[src/rtl/projectile_pool.sv]
// Projectile pool: launches sprites on a fire press, advances or retires them once per
// frame-update window, and reports per-pixel coverage, sprite offsets and hit removal.
module projectile_pool #(
  parameter int SLOTS    = 16,
  parameter int SIZE     = 32,
  parameter int SPEED    = 8,
  parameter int DIR      = 0,
  parameter int Y_MAX    = 1079,
  parameter int X_OFFSET = 48,
  parameter int COOLDOWN = 4
) (
  input  logic                     i_clock,
  input  logic                     i_reset,
  input  logic                     i_fire,
  input  logic [11:0]              i_x_axis,
  input  logic [10:0]              i_y_axis,
  input  logic [11:0]              i_display_col,
  input  logic [10:0]              i_display_row,
  input  logic                     i_calc,
  input  logic                     i_hit,
  output logic                     o_bullet_on,
  output logic [$clog2(SLOTS)-1:0] o_bullet_slot,
  output logic [$clog2(SIZE)-1:0]  o_sprite_x,
  output logic [$clog2(SIZE)-1:0]  o_sprite_y,
  output logic [$clog2(SLOTS):0]   o_active_count,
  output logic                     o_full,
  output logic                     o_overflow,
  output logic                     o_busy
);

  localparam int SW = $clog2(SLOTS);
  localparam int CW = SW + 1;
  localparam int ZW = $clog2(SIZE);
  localparam int DW = (COOLDOWN > 0) ? $clog2(COOLDOWN + 1) : 1;

  typedef enum logic [1:0] {S_IDLE, S_INSERT, S_MOVE} state_t;

  state_t          r_state, w_state_next;
  logic [SW-1:0]   r_idx, w_idx_next;

  logic            r_fire_d, r_calc_d, r_calc_rise;
  logic            r_pending;
  logic [DW-1:0]   r_cooldown;
  logic [11:0]     r_launch_x;
  logic [10:0]     r_launch_y;

  logic [SLOTS-1:0] r_valid;
  logic [11:0]      r_x [SLOTS];
  logic [10:0]      r_y [SLOTS];

  logic            r_bullet_on, r_full, r_overflow;
  logic [SW-1:0]   r_bullet_slot;
  logic [ZW-1:0]   r_sprite_x, r_sprite_y;
  logic [CW-1:0]   r_active_count;

  logic            w_fire_take, w_free_any, w_insert, w_move_clear, w_hit_clear;
  logic [SW-1:0]   w_free_idx;
  logic [11:0]     w_y_sum;
  logic [10:0]     w_y_diff, w_y_next;
  logic [SLOTS-1:0] w_cover;
  logic            w_on;
  logic [SW-1:0]   w_slot;
  logic [ZW-1:0]   w_sx, w_sy;
  logic [CW-1:0]   w_count;

  // Input edge detection; the calc edge is registered once more before the FSM sees it.
  always_ff @(posedge i_clock) begin
    if (i_reset) begin
      r_fire_d    <= 1'b1;
      r_calc_d    <= 1'b0;
      r_calc_rise <= 1'b0;
    end else begin
      r_fire_d    <= i_fire;
      r_calc_d    <= i_calc;
      r_calc_rise <= i_calc & ~r_calc_d;
    end
  end

  assign w_fire_take = r_fire_d & ~i_fire & (r_cooldown == '0);
  assign w_insert    = (r_state == S_INSERT) && r_pending && w_free_any;
  assign w_hit_clear = i_hit & ~i_calc & r_bullet_on;

  // A fire edge in the INSERT cycle wins over the clear, so it waits for the next frame.
  always_ff @(posedge i_clock) begin
    if (i_reset) begin
      r_pending  <= 1'b0;
      r_cooldown <= '0;
      r_launch_x <= '0;
      r_launch_y <= '0;
      r_overflow <= 1'b0;
    end else begin
      r_overflow <= 1'b0;
      if (r_state == S_INSERT) begin
        if (r_pending) begin
          r_pending <= 1'b0;
          if (w_free_any) r_cooldown <= DW'(COOLDOWN);
          else            r_overflow <= 1'b1;
        end else if (r_cooldown != '0) begin
          r_cooldown <= r_cooldown - DW'(1);
        end
      end
      if (w_fire_take) begin
        r_pending  <= 1'b1;
        r_launch_x <= i_x_axis + 12'(X_OFFSET);
        r_launch_y <= i_y_axis;
      end
    end
  end

  // NOTE: every signal driven in always_comb gets a default first, so no path infers a latch.
  always_comb begin
    w_free_any = 1'b0;
    w_free_idx = '0;
    for (int i = SLOTS - 1; i >= 0; i--) begin
      if (!r_valid[i]) begin
        w_free_any = 1'b1;
        w_free_idx = SW'(i);
      end
    end
  end

  always_comb begin
    w_y_sum  = {1'b0, r_y[r_idx]} + 12'(SPEED);
    w_y_diff = r_y[r_idx] - 11'(SPEED);
    if (DIR == 0) begin
      w_move_clear = r_y[r_idx] < 11'(SPEED);
      w_y_next     = w_y_diff;
    end else begin
      w_move_clear = w_y_sum > 12'(Y_MAX);
      w_y_next     = w_y_sum[10:0];
    end
  end

  // NOTE: only the valid bits are reset; positions are don't-care until a slot is written.
  always_ff @(posedge i_clock) begin
    if (i_reset) begin
      r_valid <= '0;
    end else begin
      if (w_insert) begin
        r_valid[w_free_idx] <= 1'b1;
        r_x[w_free_idx]     <= r_launch_x;
        r_y[w_free_idx]     <= r_launch_y;
      end
      if (r_state == S_MOVE && r_valid[r_idx]) begin
        if (w_move_clear) r_valid[r_idx] <= 1'b0;
        else              r_y[r_idx]     <= w_y_next;
      end
      if (w_hit_clear) r_valid[r_bullet_slot] <= 1'b0;
    end
  end

  always_ff @(posedge i_clock) begin
    if (i_reset) begin
      r_state <= S_IDLE;
      r_idx   <= '0;
    end else begin
      r_state <= w_state_next;
      r_idx   <= w_idx_next;
    end
  end

  always_comb begin
    w_state_next = r_state;
    w_idx_next   = r_idx;
    case (r_state)
      S_IDLE:   if (r_calc_rise) w_state_next = S_INSERT;
      S_INSERT: begin
        w_state_next = S_MOVE;
        w_idx_next   = '0;
      end
      S_MOVE: begin
        if (r_idx == SW'(SLOTS - 1)) w_state_next = S_IDLE;
        else                         w_idx_next   = r_idx + SW'(1);
      end
      default:  w_state_next = S_IDLE;
    endcase
  end

  // Coverage uses sums one bit wider so sprites near the far edges do not wrap.
  always_comb begin
    w_cover = '0;
    for (int i = 0; i < SLOTS; i++) begin
      w_cover[i] = r_valid[i]
                 && (i_display_row >= r_y[i])
                 && ({1'b0, i_display_row} < ({1'b0, r_y[i]} + 12'(SIZE)))
                 && (i_display_col >= r_x[i])
                 && ({1'b0, i_display_col} < ({1'b0, r_x[i]} + 13'(SIZE)));
    end
  end

  always_comb begin
    w_on   = 1'b0;
    w_slot = '0;
    w_sx   = '0;
    w_sy   = '0;
    for (int i = SLOTS - 1; i >= 0; i--) begin
      if (w_cover[i]) begin
        w_on   = 1'b1;
        w_slot = SW'(i);
        w_sx   = ZW'(i_display_col - r_x[i]);
        w_sy   = ZW'(i_display_row - r_y[i]);
      end
    end
  end

  always_comb begin
    w_count = '0;
    for (int i = 0; i < SLOTS; i++) w_count = w_count + CW'(r_valid[i]);
  end

  always_ff @(posedge i_clock) begin
    if (i_reset) begin
      r_bullet_on    <= 1'b0;
      r_bullet_slot  <= '0;
      r_sprite_x     <= '0;
      r_sprite_y     <= '0;
      r_active_count <= '0;
      r_full         <= 1'b0;
    end else begin
      r_bullet_on    <= w_on;
      r_bullet_slot  <= w_slot;
      r_sprite_x     <= w_sx;
      r_sprite_y     <= w_sy;
      r_active_count <= w_count;
      r_full         <= (w_count == CW'(SLOTS));
    end
  end

  assign o_bullet_on    = r_bullet_on;
  assign o_bullet_slot  = r_bullet_slot;
  assign o_sprite_x     = r_sprite_x;
  assign o_sprite_y     = r_sprite_y;
  assign o_active_count = r_active_count;
  assign o_full         = r_full;
  assign o_overflow     = r_overflow;
  assign o_busy         = (r_state != S_IDLE);

endmodule

[config.mk]
export PLATFORM = sky130hd
export DESIGN_NAME = projectile_pool
export DESIGN_NICKNAME = d
export VERILOG_FILES = /design/src/rtl/projectile_pool.sv
export SDC_FILE = /design/constraint.sdc
export NUM_CORES = 2
export LEC_CHECK = 0
export BUFFER_PORTS_ARGS = -buffer_cell sky130_fd_sc_hd__clkbuf_2
export CAP_MARGIN = 20
export CORE_ASPECT_RATIO = 0.6
export CORE_MARGIN = 2
export CORE_UTILIZATION = 63
export DETAILED_ROUTE_END_ITERATION = 8
export PLACE_DENSITY_LB_ADDON = 0.1
export SLEW_MARGIN = 15
export SYNTH_ARGS = -nofsm -noshare
export SYNTH_HDL_FRONTEND = slang
export SYNTH_SLANG_ARGS = --single-unit
[constraint.sdc]
create_clock -name i_clock -period 10 [get_ports i_clock]
set_input_delay 1.5 -clock i_clock [delete_from_list [all_inputs] [get_ports i_clock]]
set_output_delay 1.5 -clock i_clock [all_outputs]
set_load 0.005 [all_outputs]
==> run summary <==
Status = complete, no violations
Layout Nets = 4614
Ant. Diodes = 0
1st-iter DRT viols = 4408
Clock Sink Count = 446
Final routed DRC violation total = 0
Ys async rst share = 0
Area leader, netlist = edfxtp_1
Worst R2R Path Depth = 11
Largest family of logic cells by synthesized area = adder cells
Unrepaired setup endpoints after global routing = false
Crit end category = register
Layout Cells excl Fill = 4719
CTS root buf = clkbuf_16
Post-synthesis adder-cell area fraction = 0.230
Total die area = 61500 um2
Ys Warns = 0
Post-synth net total = 4492
Number of global-route vias before repair = 29.0k
Antenna Nets Post-Route = 0
Routed vias/inst = 6.70
Clk Latency, worst-skew pair = 0.61 ns
Register area share after synthesis = 0.337
Synth Register Bits = 446
Commonest cells in the synthesized netlist = 621 x ha_1, 449 x inv_1, 368 x edfxtp_1
Most frequent cell after synthesis = ha_1
Compound-Gate Fraction of Synth Area = 0.165
Crit path max fanout = 18
Antenna violations before repair = 6
DR top layer = met5
First-pass GRT wire length = 185000 um
Rel. slew slack = 0.192
Total CTS buffers = 46
Layout Area Growth over Synthesis = 8.59%
Grt ovf = 0
Unique masters post-synth = 87
Die width = 319 um
Top FF cell, synth = edfxtp_1
CTS tree = built
Worst Setup Start Kind = primary input
First-pass DRT Iterations = 6
Placed instance count = 4617
Slew Viols, Final = 0
Max clock buf depth = 3
H-tree depth = 2
Post-synth EDFFs = 368
Pleak = 0.0173 uW
Period minus WS final = 5.95 ns
Routed wire length on met2 = 48500 um
GRT Overall Usage = 0.405
Final Skew = 0.0209 ns
Rows = 69
Layout cells sized above 1 = 0.0782
Post-Syn Area = 37500 um2
# setup viols final = 0
Hold depth = 1
Post-cts resize count = 0
Worst vdd ir = 0.140 mV
Simple-gate share of the synthesized area = 0.129
Total power = 4510 uW
Post-Synth XOR/XNOR Area = 0.0498
Fin. Hold Viols = 0
F_max = 168 MHz
Initial Util = 0.635
Setup CP Type = in -> reg
Metal3 WL = 19500 um
Cts hold-fix bufs = 0
Worst hold path class = reg -> reg
Die Y = 193 um
Data required time of the worst path = 10.52 ns
RePlAce Congestion = 1.07
Max Cap Viol = 0
Post-CTS Setup Bufs = 0
Arrival time worst endpoint = 6.47 ns
IO Pins = 74
Worst-margin pin slew = 1.21 ns
PD cells = 111 nW/um2
Final HPWL DP = 97000 um
Area contributors post-synth = edfxtp_1 29%, ha_1 21%, inv_1 4.5%
Synth top area share = 0.295
Post-synthesis mux area share = 0.0378
Routed WL = 126000 um
M1 wire length = 53200 um
# fillers = 4623
Largest net degree at the start of global routing = 47
Mean Syn Cell Area = 9.92 um2
Drt wl/cell = 26.7 um
Port buffer count = 73
DR vias = 31.6k
Setup TNS Final = 0 ns
Core footprint = 59000 um2
Cells after Synth = 3778
Clock transition at path regs = 0.08 ns
Period utilisation layout = 0.595
## layout make-up
type,count,area (um2),share of cell area
Timing Repair Buffer,129,832,0.0205
Clock inverter,30,272,0.00667
Multi-Input combinational cell,2827,23000,0.565
Tap cell,781,977,0.0240
Clock buffer,56,1310,0.0323
Inverter,450,1690,0.0415
Sequential cell,446,12600,0.310
## critical path, cell delays in order
cell and delay (ns):
clkbuf_2 0.48, inv_1 0.41, buf_4 0.34, fa_1 0.49, nand2b_1 0.16, a21oi_1 0.22
o211ai_1 0.14, a31oi_1 0.27, nand3_1 0.25, nor2_1 0.47, nand2_1 0.11, a2111oi_0 0.98
o2111ai_1 0.31, a311oi_1 0.31
## per-stage QoR
stage,hold WS (ns),worst slack (ns),area (um2),utilization
floorplan,0.367,5.25,37500,-
global placement,0.373,3.82,38900,0.660
detailed placement,0.385,3.82,38900,0.660
CTS,0.394,4.21,40500,0.687
global route,0.428,3.75,40700,0.690
finish,0.393,4.05,40700,0.690
## flip-flops by register name, summed over array words and instances, names as in the netlist, named ones only
name	flops
r_x	192
r_y	176
r_valid	16
r_launch_x	12
r_launch_y	11
o_active_count	5
o_sprite_x	5
o_sprite_y	5
o_bullet_slot	4
r_idx	4
r_cooldown	3
r_state	2
o_bullet_on	1
o_full	1
o_overflow	1
r_calc_d	1
r_calc_rise	1
r_fire_d	1
r_pending	1
## where the power goes
group          switching [uW]  internal, uW
sequential               23.9          2020
combinational             397           217
clock                     801          1040
## cells by family (layout without fill, tap and decap cells)
logic type / after synthesis / in the layout
AO/OA/AOI/OAI: 906 / 906
XOR/XNOR: 213 / 213
adder cells (fa/ha/maj): 663 / 663
flip-flops: 446 / 446
AND/OR/NAND/NOR: 979 / 979
multiplexers: 66 / 66
buffers and inverters: 505 / 665
## cell usage in the layout (no fill, tap or decap), types with 50 or more instances in the layout
cell	n
o21ai_0	145
inv_1	449
xnor2_1	173
clkbuf_2	73
nand2b_1	52
dfxtp_1	76
clkbuf_16	50
nor3_1	80
nand2_1	186
nand4_1	53
mux4_2	59
a21oi_1	225
ha_1	621
nor2_1	249
edfxtp_1	368
a211oi_1	58
o21a_1	69
nor2b_1	61
nand3_1	158
## routing by layer
metal,up-vias,global-route usage
met5,-,0
li1,14400,-
met4,8,0.140
met1,15000,0.581
met2,1987,0.545
met3,259,0.164
## final timing paths
kind                    start            end  slack, ns
max          i_display_col[1]  o_sprite_y[4]       4.05
min reg2reg          r_calc_d    r_calc_rise       0.39
min                  r_calc_d    r_calc_rise       0.39
max reg2reg          register      r_y[0][8]       4.08
No activity file was read; power rests on OpenSTA's default activity.
